$ cat src/rtl/multi_pulse_pkg.sv
// multi_pulse_pkg: shared state type, counter sizing helpers and defaults for the button front end
package multi_pulse_pkg;
  typedef enum logic [1:0] {IDLE, HELD, REPEAT} ch_state_t;
  localparam int DEF_N_CH          = 5;
  localparam int DEF_DEB_CYCLES    = 100000;
  localparam int DEF_REPEAT_DELAY  = 50000000;
  localparam int DEF_REPEAT_PERIOD = 10000000;
  localparam int DEF_LONG_CYCLES   = 100000000;
  function automatic int cnt_w(input int max_val);
    return $clog2(max_val) + 1;
  endfunction
  function automatic int max2(input int a, input int b);
    return (a > b) ? a : b;
  endfunction
endpackage

$ cat src/rtl/pulse_channel.sv
// pulse_channel: one button channel - synchroniser, debouncer, press/repeat/long/release event FSM
module pulse_channel
  import multi_pulse_pkg::*;
#(
  parameter int DEB_CYCLES    = DEF_DEB_CYCLES,
  parameter int REPEAT_DELAY  = DEF_REPEAT_DELAY,
  parameter int REPEAT_PERIOD = DEF_REPEAT_PERIOD,
  parameter int LONG_CYCLES   = DEF_LONG_CYCLES
) (
  input  logic CLOCK,
  input  logic RESET,
  input  logic PB,
  input  logic REPEAT_EN,
  output logic LEVEL,
  output logic PRESS_PULSE,
  output logic LONG_PULSE,
  output logic RELEASE_PULSE
);
  localparam int HOLD_MAX = max2(REPEAT_DELAY, LONG_CYCLES);
  localparam int DEB_W    = cnt_w(DEB_CYCLES);
  localparam int HOLD_W   = cnt_w(HOLD_MAX);
  localparam int PER_W    = cnt_w(REPEAT_PERIOD);
  logic s1, s2;
  logic [DEB_W-1:0] deb_cnt;
  logic [HOLD_W-1:0] hold_cnt, hold_n;
  logic [PER_W-1:0] per_cnt, per_n;
  ch_state_t state, state_n;
  logic rep_off, rep_off_n;
  logic press_n, long_n, rel_n;
  logic deb_hit, rise, fall, rep_hit, long_hit, per_hit;
  assign deb_hit  = (s2 != LEVEL) && (deb_cnt == DEB_W'(DEB_CYCLES - 1));
  assign rise     = deb_hit && s2;
  assign fall     = deb_hit && !s2;
  assign rep_hit  = hold_cnt == HOLD_W'(REPEAT_DELAY - 1);
  assign long_hit = hold_cnt == HOLD_W'(LONG_CYCLES - 1);
  assign per_hit  = per_cnt == PER_W'(REPEAT_PERIOD - 1);
  // synchronise the raw button and accept a new level after a full run of mismatching cycles
  always_ff @(posedge CLOCK or posedge RESET)
    if (RESET) begin
      s1      <= 1'b0;
      s2      <= 1'b0;
      deb_cnt <= '0;
      LEVEL   <= 1'b0;
    end else begin
      s1      <= PB;
      s2      <= s1;
      deb_cnt <= (s2 == LEVEL || deb_hit) ? '0 : deb_cnt + 1'b1;
      if (deb_hit) LEVEL <= s2;
    end
  // state, hold/period counters and registered event pulses
  always_ff @(posedge CLOCK or posedge RESET)
    if (RESET) begin
      state         <= IDLE;
      hold_cnt      <= '0;
      per_cnt       <= '0;
      rep_off       <= 1'b0;
      PRESS_PULSE   <= 1'b0;
      LONG_PULSE    <= 1'b0;
      RELEASE_PULSE <= 1'b0;
    end else begin
      state         <= state_n;
      hold_cnt      <= hold_n;
      per_cnt       <= per_n;
      rep_off       <= rep_off_n;
      PRESS_PULSE   <= press_n;
      LONG_PULSE    <= long_n;
      RELEASE_PULSE <= rel_n;
    end
  // next state and next pulses; the hold counter saturates so the long pulse fires once per press
  always_comb begin
    state_n   = state;
    hold_n    = hold_cnt;
    per_n     = per_cnt;
    rep_off_n = rep_off;
    press_n   = 1'b0;
    long_n    = 1'b0;
    rel_n     = 1'b0;
    case (state)
      IDLE:
        if (rise) begin
          state_n = HELD;
          press_n = 1'b1;
          hold_n  = '0;
        end
      HELD:
        if (fall) begin
          state_n = IDLE;
          rel_n   = 1'b1;
        end else begin
          hold_n = (hold_cnt == HOLD_W'(HOLD_MAX)) ? hold_cnt : hold_cnt + 1'b1;
          long_n = long_hit;
          if (rep_hit && REPEAT_EN) begin
            state_n   = REPEAT;
            press_n   = 1'b1;
            per_n     = '0;
            rep_off_n = 1'b0;
          end
        end
      REPEAT:
        if (fall) begin
          state_n = IDLE;
          rel_n   = 1'b1;
        end else begin
          hold_n    = (hold_cnt == HOLD_W'(HOLD_MAX)) ? hold_cnt : hold_cnt + 1'b1;
          long_n    = long_hit;
          per_n     = per_hit ? '0 : per_cnt + 1'b1;
          rep_off_n = rep_off || !REPEAT_EN;
          press_n   = per_hit && REPEAT_EN && !rep_off;
        end
      default: state_n = IDLE;
    endcase
  end
endmodule

$ cat src/rtl/multi_pulse_generator.sv
// multi_pulse_generator: N independent debounced push-button channels producing clean event pulses
module multi_pulse_generator
  import multi_pulse_pkg::*;
#(
  parameter int N_CH          = DEF_N_CH,
  parameter int DEB_CYCLES    = DEF_DEB_CYCLES,
  parameter int REPEAT_DELAY  = DEF_REPEAT_DELAY,
  parameter int REPEAT_PERIOD = DEF_REPEAT_PERIOD,
  parameter int LONG_CYCLES   = DEF_LONG_CYCLES
) (
  input  logic            CLOCK,
  input  logic            RESET,
  input  logic [N_CH-1:0] PB,
  input  logic [N_CH-1:0] REPEAT_EN,
  output logic [N_CH-1:0] LEVEL,
  output logic [N_CH-1:0] PRESS_PULSE,
  output logic [N_CH-1:0] LONG_PULSE,
  output logic [N_CH-1:0] RELEASE_PULSE
);
  genvar i;
  for (i = 0; i < N_CH; i++) begin : g_ch
    pulse_channel #(
      .DEB_CYCLES   (DEB_CYCLES),
      .REPEAT_DELAY (REPEAT_DELAY),
      .REPEAT_PERIOD(REPEAT_PERIOD),
      .LONG_CYCLES  (LONG_CYCLES)
    ) u_ch (
      .CLOCK        (CLOCK),
      .RESET        (RESET),
      .PB           (PB[i]),
      .REPEAT_EN    (REPEAT_EN[i]),
      .LEVEL        (LEVEL[i]),
      .PRESS_PULSE  (PRESS_PULSE[i]),
      .LONG_PULSE   (LONG_PULSE[i]),
      .RELEASE_PULSE(RELEASE_PULSE[i])
    );
  end
endmodule

$ cat config.mk
export PLATFORM = sky130hd
export DESIGN_NAME = multi_pulse_generator
export DESIGN_NICKNAME = d
export VERILOG_FILES = /design/src/rtl/multi_pulse_pkg.sv /design/src/rtl/pulse_channel.sv /design/src/rtl/multi_pulse_generator.sv
export SDC_FILE = /design/constraint.sdc
export NUM_CORES = 1
export LEC_CHECK = 0
export ABC_AREA = 1
export CAP_MARGIN = 5
export CORE_MARGIN = 5
export CORE_UTILIZATION = 55
export DETAILED_ROUTE_END_ITERATION = 6
export PLACE_DENSITY = 0.82
export SETUP_SLACK_MARGIN = 0.5
export SYNTH_ARGS = -nofsm -noshare
export SYNTH_HDL_FRONTEND = slang
export SYNTH_SLANG_ARGS = --single-unit
$ cat constraint.sdc
create_clock -name CLOCK -period 19.1 [get_ports CLOCK]
set_input_delay 1.91 -clock CLOCK [delete_from_list [all_inputs] [get_ports CLOCK]]
set_output_delay 1.91 -clock CLOCK [all_outputs]
set_load 0.01 [all_outputs]
# ---- After elaboration in Yosys (flattened, before gate mapping)
# Cells that the tools add are included.
# W data, S select, Z words.
dict set report op_classes {
  addsub 15
  multipliers 0
  div_mod_pow 0
  n_lt_le_gt_ge 0
  n_eq_ne 85
  n_shift 0
  mux 140
  bitwise 0
  n_reduce_logical 90
}
# operator n
set ops {}
lappend ops {{$mux W25} 20}
lappend ops {{$mux W28} 15}
lappend ops {{$eq A28 B27 Y1 const B} 10}
lappend ops {{$pmux W28 S2} 5}
lappend ops {{$pmux W25 S2} 5}
lappend ops {{$add A28 B1 Y28 const B} 5}
lappend ops {{$eq A28 B26 Y1 const B} 5}
lappend ops {{$add A25 B1 Y25 const B} 5}
lappend ops {{$eq A25 B24 Y1 const B} 5}
lappend ops {{$add A18 B1 Y18 const B} 5}
lappend ops {{$eq A18 B17 Y1 const B} 5}
lappend ops {{$mux W18} 5}
lappend ops {{$mux W1} 55}
lappend ops {{$mux W2} 20}
lappend ops {{$ne A2 B2 Y1 const B} 20}
lappend ops {{$reduce_and A4 Y1} 10}
lappend ops {{$logic_and A1 B1 Y1} 30}
lappend ops {{$ne A2 B1 Y1 const B} 15}
lappend ops {{$pmux W2 S3} 5}
lappend ops {{$reduce_bool A2 Y1} 10}
lappend ops {{$logic_not A1 Y1} 15}
lappend ops {{$ne A3 B1 Y1 const B} 5}
lappend ops {{$pmux W1 S3} 5}
lappend ops {{$reduce_and A3 Y1} 5}
lappend ops {{8 further kinds} 45}
dict set report word_totals {
  reg_bits 400
  latch_bits 0
  ramBits 0
  romBits 0
  input_bits 12
  out_inout_bits 20
  elab_cells 385
  n_memories 0
}

# ---- Depth between registers and ports, before layout
dict set report depth {
  word_depth 5
  depth_mapped 14
  ltp_nobuf 13
}

# ---- Cells and area by module
# A second synthesis with hierarchy kept.
dict set report unflattened {
  hier_cells 4091
  area_unflattened_um2 27161.0
}
# module instances cells_each area_each_um2 seq_area_each_um2
set modules_own_cells {}
lappend modules_own_cells {{pulse_channel (g_ch[0].u_ch ...)} 4 818 5441.5 2001.9}
lappend modules_own_cells {{pulse_channel (g_ch[4].u_ch)} 1 819 5395.2 2001.9}

# ---- Worst setup path before layout
# OpenSTA, ideal clock, no wires.
dict set report synth_path {
  path_type {in2reg}
  startpoint {input REPEAT_EN[4]}
  endpoint {register g_ch[4].u_ch.per_cnt[17]}
  setup_ns 0.117
  arrival_ns 2.791
  t_required_ns 18.983
  path_slack_ns 16.193
  stages 10
  path_buffers 1
  path_cell_list {inv_1 > nor2_1 > nand3_1 > nor2_1 > nand3_1 > a21oi_1 > nand2_2 > buf_6 > nand2_1 > nand2_1}
}
dict set report synth_via {
  elab_chain_len 3
}
# item line_no
set synth_rtl {}
lappend synth_rtl {{start, declared} multi_pulse_generator.sv:14} ;# input logic [N_CH-1:0] REPEAT_EN,
lappend synth_rtl {{$logic_and A1 B1 Y1} pulse_channel.sv:92} ;# if (rep_hit && REPEAT_EN) begin
lappend synth_rtl {{$ne A2 B1 Y1 (no source line)} -}
lappend synth_rtl {{$reduce_and A4 Y1 (no source line)} -}
lappend synth_rtl {{end signal, assigned} pulse_channel.sv:63} ;# per_cnt <= per_n;
lappend synth_rtl {{end, declared} pulse_channel.sv:26} ;# logic [PER_W-1:0] per_cnt, per_n;
# No other way between the ends.
# A chain may end at the register's enable or synchronous reset.

==> summary.md <==
| Metric | Value |
|---|---|
| Die Footprint | 55700 sq um |
| Mapped Nets | 4544 |
| Area of the mapped netlist | 28100 sq um |
| DR iter-0 viols | 2046 |
| Sink Count | 400 |
| Setup crit start | RESET |
| Slew HR | 24.0% |
| Setup Skew | 0.0235 ns |
| Nets | 4513 |
| Outcome | finished clean |
| Complex-gate fraction of the synthesized area | 3.07% |
| Reg2reg start | g_ch[2].u_ch.state[0] |
| Crit-path leading delay family | buffers and inverters |
| Tmin final | 4.02 ns |
| CTS tree | built |
| Endpoints failing hold | 0 |
| GRT Residual Overflow | 0 |
| Clock Path Buffers | 3 |
| Final Setup Violations | 0 |
| Flop2flop setup slack | 16.14 ns |
| XOR/XNOR share of the synthesized area | 2.34% |
| Worst Hold Endpoint | g_ch[2].u_ch.s2 |
| Met3 GRT Util | 2.79% |
| Antenna Nets Post-Route | 0 |
| Ys flop type | dfrtp_1 |
| Simple-gate share of the synthesized area | 48.8% |
| GRT Util Overall | 23.0% |
| PD cells | 60.1 nW/um^2 |
| Worst Hold Depth | 0 |
| Yosys reg bits | 400 |
| Leak | 13.2 nW |
| Vias in the first global route | 24926 |
| Initial Utilization | 55.8% |
| Most Used Layer, Global Route | met2 |
| I/O Buffers | 31 |
| Crit path buf inv count | 4 |
| Multi-input logic area | 15800 sq um |
| Synth Instances | 4492 |
| Number of setup buffers added after CTS | 0 |
| Arrival time at the worst endpoint | 4.64 ns |
| Share of post-route cells with drive strength above 1 | 4.07% |
| MaxCap Viol Count | 0 |
| Main combinational cell family by area after synthesis | simple AND/OR/NAND/NOR gates |
| Period utilisation layout | 21.0% |
| First-pass GRT wire length | 114000 um |
| Yosys cell types | 49 |
| Hold Crit Class | reg -> reg |
| Layout fillers | 4761 |
| DRC | 0 |
| Core Area | 50400 sq um |
| Crit-path max cell delay | 0.77 ns |
| Root Buffer | clkbuf_16 |
| Hold slack | 0.347 ns |
| Total CTS buffers | 46 |
| Post-synth EDFFs | 0 |
| Clk pin slew, worst setup/hold paths | 0.06 ns |
| Grt met2 use | 38.2% |
| Largest net degree at the start of global routing | 164 |
| CP Launch Type | input port |
| Dpl hpwl | 45300 um |
| Length of the first detailed-routing pass in iterations | 6 |
| GPL Wtd Cong | 0.945 |
| Slew Limit Fails | 0 |
| CP max FO | 112 |
| Layout area overhead | 7.30% |
| CTS resizes | 0 |
| N_diodes | 0 |
| Endpoint class of the critical path | async pin |
| Critical Path Most Common Cell | buf_4 |
| Via density | 5.24 |
| RSZ-0062 raised after global routing | no |
| Chip height | 236 um |
| I/O pin total | 32 |
| Max Clock Freq | 249 MHz |
| Clk_lat worst skew | 0.60 ns |
| Routed len/inst | 12.7 um |
| Adder-Cell Fraction of Synth Area | 1.78% |
| FF+latch area | 10000 sq um |
| Post-synthesis sequential area ratio | 35.6% |
| Reg-to-Reg End | g_ch[2].u_ch.hold_cnt[5] |
| Chip Width | 236 um |
| VDD IR max | 0.0735 mV |
| CTS H-tree lvls | 2 |
| CP Class | in -> async |
| Antenna violations before repair | 0 |
| Ys async rst share | 100% |
| Setup TNS Final | 0 ns |
| Cell Chain, Critical Path | clkdlybuf4s50_1, inv_8, buf_4, buf_4 |
| Worst slew pin tran | 1.14 ns |
| CP max stage cell | buf_4 |
| R2R cell count | 8 |
| Placement row count | 82 |
| Via count | 27070 |
| WL final | 65500 um |
| Met1 Resource Use GR | 32.0% |
| Yosys warning total | 0 |
| Mux cell area share after synthesis | 0.0713% |
| CP required | 19.72 ns |
| Post-CTS Hold Buffers | 0 |
| Hold Startpoint | g_ch[2].u_ch.s1 |
| Avg Inst Size Synth | 6.25 sq um |
## worst register-to-register path: cells and delay by family, from the launching register on
| family | cells | cell delay (ns) |
|---|---|---|
| flip-flops | 1 | 0.42 |
| buffers and inverters | 3 | 0.77 |
| AND/OR/NAND/NOR | 4 | 1.31 |
| adder cells (fa/ha/maj) | 1 | 0.40 |
## cells in the final DEF (no fill, tap or decap), types with 5 or more instances in the layout
master and instances:
clkbuf_8 8, nand2_1 1688, nand3_2 7, o21a_1 9, buf_4 9, nand4_1 79, clkbuf_16 46, xnor2_1 23
a31oi_1 6, xor2_1 52, nand2_4 5, inv_6 5, nand2_2 15, clkdlybuf4s50_1 31, nor3b_1 17, or2_2 10
a21oi_1 70, o21bai_1 8, dfrtp_1 400, inv_1 396, bufinv_16 5, nand3b_1 5, o21ai_0 55, nand3_1 412
ha_1 40, nor2_1 923, nor4_1 8, nor2_2 20, nor3_1 68, clkinvlp_4 6, clkinv_2 8, nand3_4 7
inv_2 7, nor2_4 8
## cells in the mapped netlist, types with 8 or more instances
master    count  area share (%)
a21oi_1      70             1.2
buf_2        40            0.71
buf_4        24            0.64
buf_6        26             1.0
clkbuf_1     24            0.32
dfrtp_1     400              36
ha_1         40             1.8
inv_1       397             5.3
nand2_1    1688              23
nand2_2      15            0.33
nand3_1     412             7.3
nand4_1      79             1.8
nor2_1      923              12
nor2_2       20            0.45
nor2_4        8            0.32
nor3_1       68             1.2
nor3b_1      17            0.45
nor4_1        8            0.18
o21a_1        9            0.24
o21ai_0      55            0.98
o21bai_1      8            0.21
or2_2        10            0.22
xnor2_1      23            0.72
xor2_1       52             1.6
## report_power, final
group | internal, W | total [W] | leakage (nW) | switching [W]
combinational | 0.00000653 | 0.0000310 | 6.90 | 0.0000244
sequential | 0.000851 | 0.000854 | 5.56 | 0.00000298
clock | 0.000546 | 0.000928 | 0.773 | 0.000382
total | 0.00140 | 0.00181 | 13.2 | 0.000409
## metal layers
metal  share of wire [%]  up-vias
li1                    -    13969
met1                  48    12367
met2                  46      627
met3                 4.5      107
met4                 2.0        0
met5                   0        -
## sequential cells by signal (all words and copies together), names as in the netlist, 10 cells and up
name                count
g_ch.u_ch.hold_cnt    140
g_ch.u_ch.per_cnt     125
g_ch.u_ch.deb_cnt      90
g_ch.u_ch.state        10
## per-stage QoR
step / cells / setup WS (ns) / instance area (sq um) / total power (W) / util, %
floorplan: 4492 / 6.07 / 28100 / 0.000891 / -
global placement: 5085 / 14.33 / 28500 / 0.000901 / 56.7
detailed placement: 5085 / 14.32 / 28500 / 0.000902 / 56.7
CTS: 5170 / 14.95 / 30100 / 0.00184 / 59.8
global route: 5170 / 14.58 / 30100 / 0.00187 / 59.8
finish: 5170 / 15.08 / 30100 / 0.00181 / 59.8
## how the worst max path moves through the flow
stage	to	slack (ns)	depth (start not counted)
2_1_floorplan	g_ch[0].u_ch.LEVEL	6.07	1
3_3_place_gp	g_ch[3].u_ch.LONG_PULSE	14.33	4
3_5_place_dp	g_ch[3].u_ch.LONG_PULSE	14.32	4
4_1_cts	g_ch[3].u_ch.per_cnt[6]	14.95	4
5_1_grt	g_ch[3].u_ch.per_cnt[6]	14.58	4
6_report	g_ch[3].u_ch.deb_cnt[17]	15.08	4
## cell type report
class / instances / share of cell area (%)
Multi-Input combinational cell: 3564 / 52.3
Sequential cell: 400 / 33.2
Inverter: 408 / 5.11
Clock buffer: 57 / 4.22
Tap cell: 672 / 2.79
Timing Repair Buffer: 41 / 1.32
Clock inverter: 28 / 1.07
## logic make-up (layout without fill, tap and decap cells)
kind of cell               after synthesis  in the layout
xor gates and xnor gates                75             75
adders and majority gates               40             40
muxes                                    2              2
DFF                                    400            400
buffers and inverters                  528            534
and+or+nand+nor                       3290           3290
AOI/OAI and AO/OA                      157            157
Power figures use the tool's default switching activity.
